==> config.mk <==
export PLATFORM = sky130hd
export DESIGN_NAME = rx_cmd_ctrl
export DESIGN_NICKNAME = d
export VERILOG_FILES = /design/src/rtl/rx_cmd_ctrl.sv
export SDC_FILE = /design/constraint.sdc
export NUM_CORES = 1
export LEC_CHECK = 0
export ABC_AREA = 1
export CAP_MARGIN = 5
export CORE_MARGIN = 4
export CORE_UTILIZATION = 54
export DETAILED_ROUTE_END_ITERATION = 8
export PLACE_DENSITY = 0.87
export SETUP_SLACK_MARGIN = 0.15
export SLEW_MARGIN = 20
export SYNTH_ARGS = -nofsm -noshare
export SYNTH_HDL_FRONTEND = slang
export SYNTH_SLANG_ARGS = --single-unit
==> constraint.sdc <==
create_clock -name CLK -period 2.1 [get_ports CLK]
set_input_delay 0.315 -clock CLK [delete_from_list [all_inputs] [get_ports CLK]]
set_output_delay 0.315 -clock CLK [all_outputs]
set_load 0.1 [all_outputs]
==> src/rtl/rx_cmd_ctrl.sv <==
// Receive-side command sequencer: parses UART byte frames into register-file
// write/read strobes and ALU enables, dropping errored or stalled frames.
//
// Ports:
//   CLK, RST                 clock, asynchronous active-high reset
//   RX_P_DATA / RX_D_VLD     received byte and its one-cycle valid strobe
//   RX_PAR_ERR / RX_STP_ERR  byte error flags, sampled with RX_D_VLD
//   WrEn / RdEn              register-file write / read strobes (1 cycle)
//   Address / WrData         register-file address and write data (held)
//   ALU_EN / ALU_FUN         ALU strobe (1 cycle) and function code (held)
//   CLK_GATE_EN              ALU clock-gate enable
//   busy                     a frame is in progress
//   cmd_err                  one-cycle pulse on bad opcode, errored byte or timeout
module rx_cmd_ctrl #(
    parameter int unsigned             DATA_WIDTH  = 8,
    parameter int unsigned             ADDR_WIDTH  = 4,
    parameter int unsigned             TIMEOUT_CYC = 1024,
    parameter logic [DATA_WIDTH-1:0]   CMD_WR      = 8'hAA,
    parameter logic [DATA_WIDTH-1:0]   CMD_RD      = 8'hBB,
    parameter logic [DATA_WIDTH-1:0]   CMD_ALU_OP  = 8'hCC,
    parameter logic [DATA_WIDTH-1:0]   CMD_ALU_NOP = 8'hDD
) (
    input  logic                  CLK,
    input  logic                  RST,
    input  logic [DATA_WIDTH-1:0] RX_P_DATA,
    input  logic                  RX_D_VLD,
    input  logic                  RX_PAR_ERR,
    input  logic                  RX_STP_ERR,
    output logic                  WrEn,
    output logic                  RdEn,
    output logic [ADDR_WIDTH-1:0] Address,
    output logic [DATA_WIDTH-1:0] WrData,
    output logic                  ALU_EN,
    output logic [3:0]            ALU_FUN,
    output logic                  CLK_GATE_EN,
    output logic                  busy,
    output logic                  cmd_err
);

    localparam int unsigned CNT_W = $clog2(TIMEOUT_CYC);

    typedef enum logic [2:0] {
        IDLE,
        WR_ADDR,
        WR_DATA,
        RD_ADDR,
        OP_A,
        OP_B,
        FUN
    } state_e;

    state_e                state_q, state_d;
    logic [CNT_W-1:0]      cnt_q, cnt_d;
    logic                  wr_en_q, wr_en_d;
    logic                  rd_en_q, rd_en_d;
    logic                  alu_en_q, alu_en_d;
    logic                  err_q, err_d;
    logic                  gate_q, gate_d;
    logic                  busy_q, busy_d;
    logic [ADDR_WIDTH-1:0] addr_q, addr_d;
    logic [DATA_WIDTH-1:0] wdata_q, wdata_d;
    logic [3:0]            fun_q, fun_d;

    logic byte_ok, byte_bad;

    assign byte_ok  = RX_D_VLD & ~RX_PAR_ERR & ~RX_STP_ERR;
    assign byte_bad = RX_D_VLD & (RX_PAR_ERR | RX_STP_ERR);

    // Next-state, timeout and registered-output decode
    always_comb begin
        state_d  = state_q;
        cnt_d    = cnt_q;
        wr_en_d  = 1'b0;
        rd_en_d  = 1'b0;
        alu_en_d = 1'b0;
        err_d    = 1'b0;
        addr_d   = addr_q;
        wdata_d  = wdata_q;
        fun_d    = fun_q;

        if (RX_D_VLD || state_q == IDLE) begin
            cnt_d = '0;
        end else begin
            cnt_d = cnt_q + CNT_W'(1);
        end

        if (byte_bad) begin
            state_d = IDLE;
            err_d   = 1'b1;
        end else if (byte_ok) begin
            case (state_q)
                IDLE: begin
                    if (RX_P_DATA == CMD_WR) begin
                        state_d = WR_ADDR;
                    end else if (RX_P_DATA == CMD_RD) begin
                        state_d = RD_ADDR;
                    end else if (RX_P_DATA == CMD_ALU_OP) begin
                        state_d = OP_A;
                    end else if (RX_P_DATA == CMD_ALU_NOP) begin
                        state_d = FUN;
                    end else begin
                        err_d = 1'b1;
                    end
                end
                WR_ADDR: begin
                    addr_d  = RX_P_DATA[ADDR_WIDTH-1:0];
                    state_d = WR_DATA;
                end
                WR_DATA: begin
                    wr_en_d = 1'b1;
                    wdata_d = RX_P_DATA;
                    state_d = IDLE;
                end
                RD_ADDR: begin
                    addr_d  = RX_P_DATA[ADDR_WIDTH-1:0];
                    rd_en_d = 1'b1;
                    state_d = IDLE;
                end
                OP_A: begin
                    wr_en_d = 1'b1;
                    addr_d  = '0;
                    wdata_d = RX_P_DATA;
                    state_d = OP_B;
                end
                OP_B: begin
                    wr_en_d = 1'b1;
                    addr_d  = ADDR_WIDTH'(1);
                    wdata_d = RX_P_DATA;
                    state_d = FUN;
                end
                FUN: begin
                    alu_en_d = 1'b1;
                    fun_d    = RX_P_DATA[3:0];
                    state_d  = IDLE;
                end
                default: state_d = IDLE;
            endcase
        end else if (state_q != IDLE && cnt_q == CNT_W'(TIMEOUT_CYC - 1)) begin
            // Stalled frame: abandon it; a byte in this same cycle takes priority above
            state_d = IDLE;
            err_d   = 1'b1;
            cnt_d   = '0;
        end

        // Gate stays open through the ALU_EN cycle that follows FUN
        gate_d = (state_d == OP_A) || (state_d == OP_B) || (state_d == FUN) || alu_en_d;
        busy_d = (state_d != IDLE);
    end

    // State and output registers
    always_ff @(posedge CLK or posedge RST) begin
        if (RST) begin
            state_q  <= IDLE;
            cnt_q    <= '0;
            wr_en_q  <= 1'b0;
            rd_en_q  <= 1'b0;
            alu_en_q <= 1'b0;
            err_q    <= 1'b0;
            gate_q   <= 1'b0;
            busy_q   <= 1'b0;
            addr_q   <= '0;
            wdata_q  <= '0;
            fun_q    <= '0;
        end else begin
            state_q  <= state_d;
            cnt_q    <= cnt_d;
            wr_en_q  <= wr_en_d;
            rd_en_q  <= rd_en_d;
            alu_en_q <= alu_en_d;
            err_q    <= err_d;
            gate_q   <= gate_d;
            busy_q   <= busy_d;
            addr_q   <= addr_d;
            wdata_q  <= wdata_d;
            fun_q    <= fun_d;
        end
    end

    assign WrEn        = wr_en_q;
    assign RdEn        = rd_en_q;
    assign ALU_EN      = alu_en_q;
    assign cmd_err     = err_q;
    assign CLK_GATE_EN = gate_q;
    assign busy        = busy_q;
    assign Address     = addr_q;
    assign WrData      = wdata_q;
    assign ALU_FUN     = fun_q;

endmodule

==> impl_metrics.env <==
export IMPL_via_per_inst=5.04
export IMPL_synth_largest_area_cell="dfrtp_1"
export IMPL_met3_wirelength_um=250
export IMPL_setup_viol=0
export IMPL_die_h_um=64.1
export IMPL_root_buffer="clkbuf_4"
export IMPL_synthMuxAreaShare_pct=0
export IMPL_worstSkewPairLatency_ns=0.33
export IMPL_grt_total_usage_pct=18.2
export IMPL_critPathMaxStageDelay_ns=0.56
export IMPL_antenna_left=0
export IMPL_route_detailed_drc=0
export IMPL_antenna_found_initial=0
export IMPL_synth_seq_cells=35
export IMPL_synthTopCellsByArea="dfrtp_1 (52%), nand2_1 (11%), nor2_1 (5.5%)"
export IMPL_cp_end_kind="flip-flop"
export IMPL_vdd_ir_drop_max_uv=603
export IMPL_power_density_nw_per_um2=940
export IMPL_place_congestion=0.898
export IMPL_post_cts_resize_count=0
export IMPL_finalCriticalPeriod_ns=1.61
export IMPL_maxCapViolCount=0
export IMPL_drt_pass1_iter_count=4
export IMPL_fmax_ghz=0.620
export IMPL_drv_slew=0
export IMPL_finalHoldWorstSlack_ns=0.370
export IMPL_cp_num_buf_inv=2
export IMPL_final_cell_mix="nand2_1 (52), dfrtp_1 (35), nor2_1 (25)"
export IMPL_cp_arrival_ns=1.83
export IMPL_route_met2_wl_um=1640
export IMPL_numCtsBuffers=5
export IMPL_synth_area_um2=1700
export IMPL_htree_levels=2
export IMPL_cts_tree="built"
export IMPL_grt_pass1_wl_um=5820
export IMPL_die_area_um2=4110
export IMPL_met1_length_um=1560
export IMPL_io_buffers=34
export IMPL_start_util_pct=56.1
export IMPL_placedCellCount=275
export IMPL_slew_headroom_pct=72.2
export IMPL_layout_commonest_cell="nand2_1"
export IMPL_area_delta_synth_final_pct=24.5
export IMPL_tightestPinTransition_ns=0.417
export IMPL_cts_clk_slew_worst_paths_ns=0.11
export IMPL_synthAdderAreaFrac_pct=0.737
export IMPL_synth_xor_area_share_pct=2.06
export IMPL_ys_types=30
export IMPL_crit_path_max_fanout=16
export IMPL_setup_tns_ns=0
export IMPL_worstHoldPathType="input port to asynchronous set/reset pin"
export IMPL_crit_family="simple AND/OR/NAND/NOR gates"
export IMPL_drive_gt1_share_pct=21.8
export IMPL_fin_nets=252
export IMPL_netlist_instances=198
export IMPL_static_leakage_power_uw=0.00109
export IMPL_io_pins=35
export IMPL_drt_iter0_markers=61
export IMPL_layout_worst_path_cycle_share_pct=76.8
export IMPL_status="complete, no violations"
export IMPL_grt_ovfl_total=0
export IMPL_wl_um=3510
export IMPL_vias=1425
export IMPL_diodes=0
export IMPL_hold_viol=0
export IMPL_crit_required_ns=2.32
export IMPL_final_cells=283
export IMPL_syn_mean_instance_area_um2=8.58
export IMPL_rows=20
export IMPL_synth_top_family_by_area="simple AND/OR/NAND/NOR gates"
export IMPL_cts_path_max_buffers=2
export IMPL_slowest_stage="clkdlybuf4s50_1"
export IMPL_post_cts_setup_buffer_count=0
export IMPL_first_global_vias=1299
export IMPL_coreArea_um2=3030
export IMPL_clock_skew_ns=0.0172
export IMPL_worstPathCellList="clkdlybuf4s50_1 -> inv_2 -> nor3_4 -> nand2_2 -> nand2_1 -> o21ai_2"
export IMPL_avgRoutedWirePerCell_um=12.4
export IMPL_seq_area_frac_synth_pct=51.6
export IMPL_numClockSinks=35
export IMPL_rsz0062_at_grt="no"
export IMPL_netlist_area_leader_share_pct=51.6
export IMPL_hold_buffers=0
export IMPL_synth_compound_area_share_pct=10.7
export IMPL_die_w_um=64.1
export IMPL_syn_num_nets=212
export IMPL_final_core_util_pct=69.8
export IMPL_yosysWarningCount=0
export IMPL_synthSimpleGateAreaFrac_pct=28.1
export IMPL_cp_start_kind="input port"
export IMPL_dp_hpwl_um=2620
export IMPL_critPathKind="input port to flip-flop"
export IMPL_grt_max_degree=36
export IMPL_highest_layer="met4"
-- metrics by stage --
step,setup slack (ns),instance area [µm²],power [µW]
after floorplan,0.741,1700,1330
after global placement,0.230,2030,1490
after detailed placement,0.165,2030,1500
after CTS,0.513,2110,2000
after global routing,0.337,2110,2060
final,0.487,2110,1990
-- sequential cells by signal, summed over array words and instances (netlist names) --
signal and count:
cnt_q 10, WrData 8, ALU_FUN 4, Address 4
state_q 3, ALU_EN 1, CLK_GATE_EN 1, RdEn 1
WrEn 1, busy 1, cmd_err 1
-- power by group --
part | leakage (µW) | total, µW | internal [µW] | switching (µW)
Combinational | 0.000566 | 712 | 145 | 568
Sequential | 0.000475 | 774 | 735 | 38.3
Clock | 0.0000482 | 501 | 282 | 219
Total | 0.00109 | 1990 | 1160 | 825
-- cell usage after synthesis --
master and n:
nor2_2 3, buf_4 1, nand2_1 52, ha_1 1, nor3b_2 1, nand4_4 1
o21ai_1 1, nor3_2 1, o22ai_1 1, xor2_1 2, o21ai_2 8, inv_2 3
o31ai_1 3, buf_6 1, dfrtp_1 35, xnor2_1 2, nand4_1 6, nor3_1 1
inv_1 23, a21oi_1 3, o21ai_0 8, a31oi_1 1, nor3_4 1, nor3b_1 1
o211ai_1 1, nor2_1 25, a21oi_2 1, nand3_1 8, and3_1 1, nand2_2 2
-- worst min-delay path: cells and delay by family --
kind / cells / cell delay (ns)
buffers and inverters: 3 / 0.82
-- worst paths after layout --
check | endpoint | slack, ns | depth (start not counted) | from
max | WrData[0]$_DFFE_PP0P_ | 0.49 | 6 | RX_D_VLD
min | Address[3]$_DFFE_PP0P_ | 0.37 | 3 | RST
max reg2reg | busy$_DFF_PP0_ | 0.50 | 8 | cnt_q[0]$_DFF_PP0_
min reg2reg | cnt_q[0]$_DFF_PP0_ | 0.47 | 1 | cnt_q[0]$_DFF_PP0_
max in group asynchronous | state_q[1]$_DFF_PP0_ | 1.41 | 3 | RST
min in group CLK | cnt_q[0]$_DFF_PP0_ | 0.47 | 1 | cnt_q[0]$_DFF_PP0_
-- layout make-up --
| cell class | count | area (µm²) |
|---|---|---|
| tap | 44 | 55.1 |
| timing repair buffer | 35 | 293 |
| clock buffer | 6 | 51.3 |
| multi-input combinational | 135 | 706 |
| inverter | 26 | 97.6 |
| clock inverter | 2 | 35.0 |
| fill | 249 | 915 |
| sequential | 35 | 876 |
-- kinds of logic (layout without fill, tap and decap cells) --
| logic type | Yosys count | after routing |
|---|---|---|
| fa+ha+maj | 1 | 1 |
| buf+inv | 28 | 69 |
| flops | 35 | 35 |
| xor+xnor | 4 | 4 |
| simple gates | 103 | 103 |
| compound gates | 27 | 27 |
-- per-layer routing --
metal  vias up  global-route usage [%]
li1        721                       -
met1       637                    24.8
met2        62                    28.9
met3         5                    3.87
met4         0                    5.66
met5         -                       0
(Power assumes the default switching activity.)
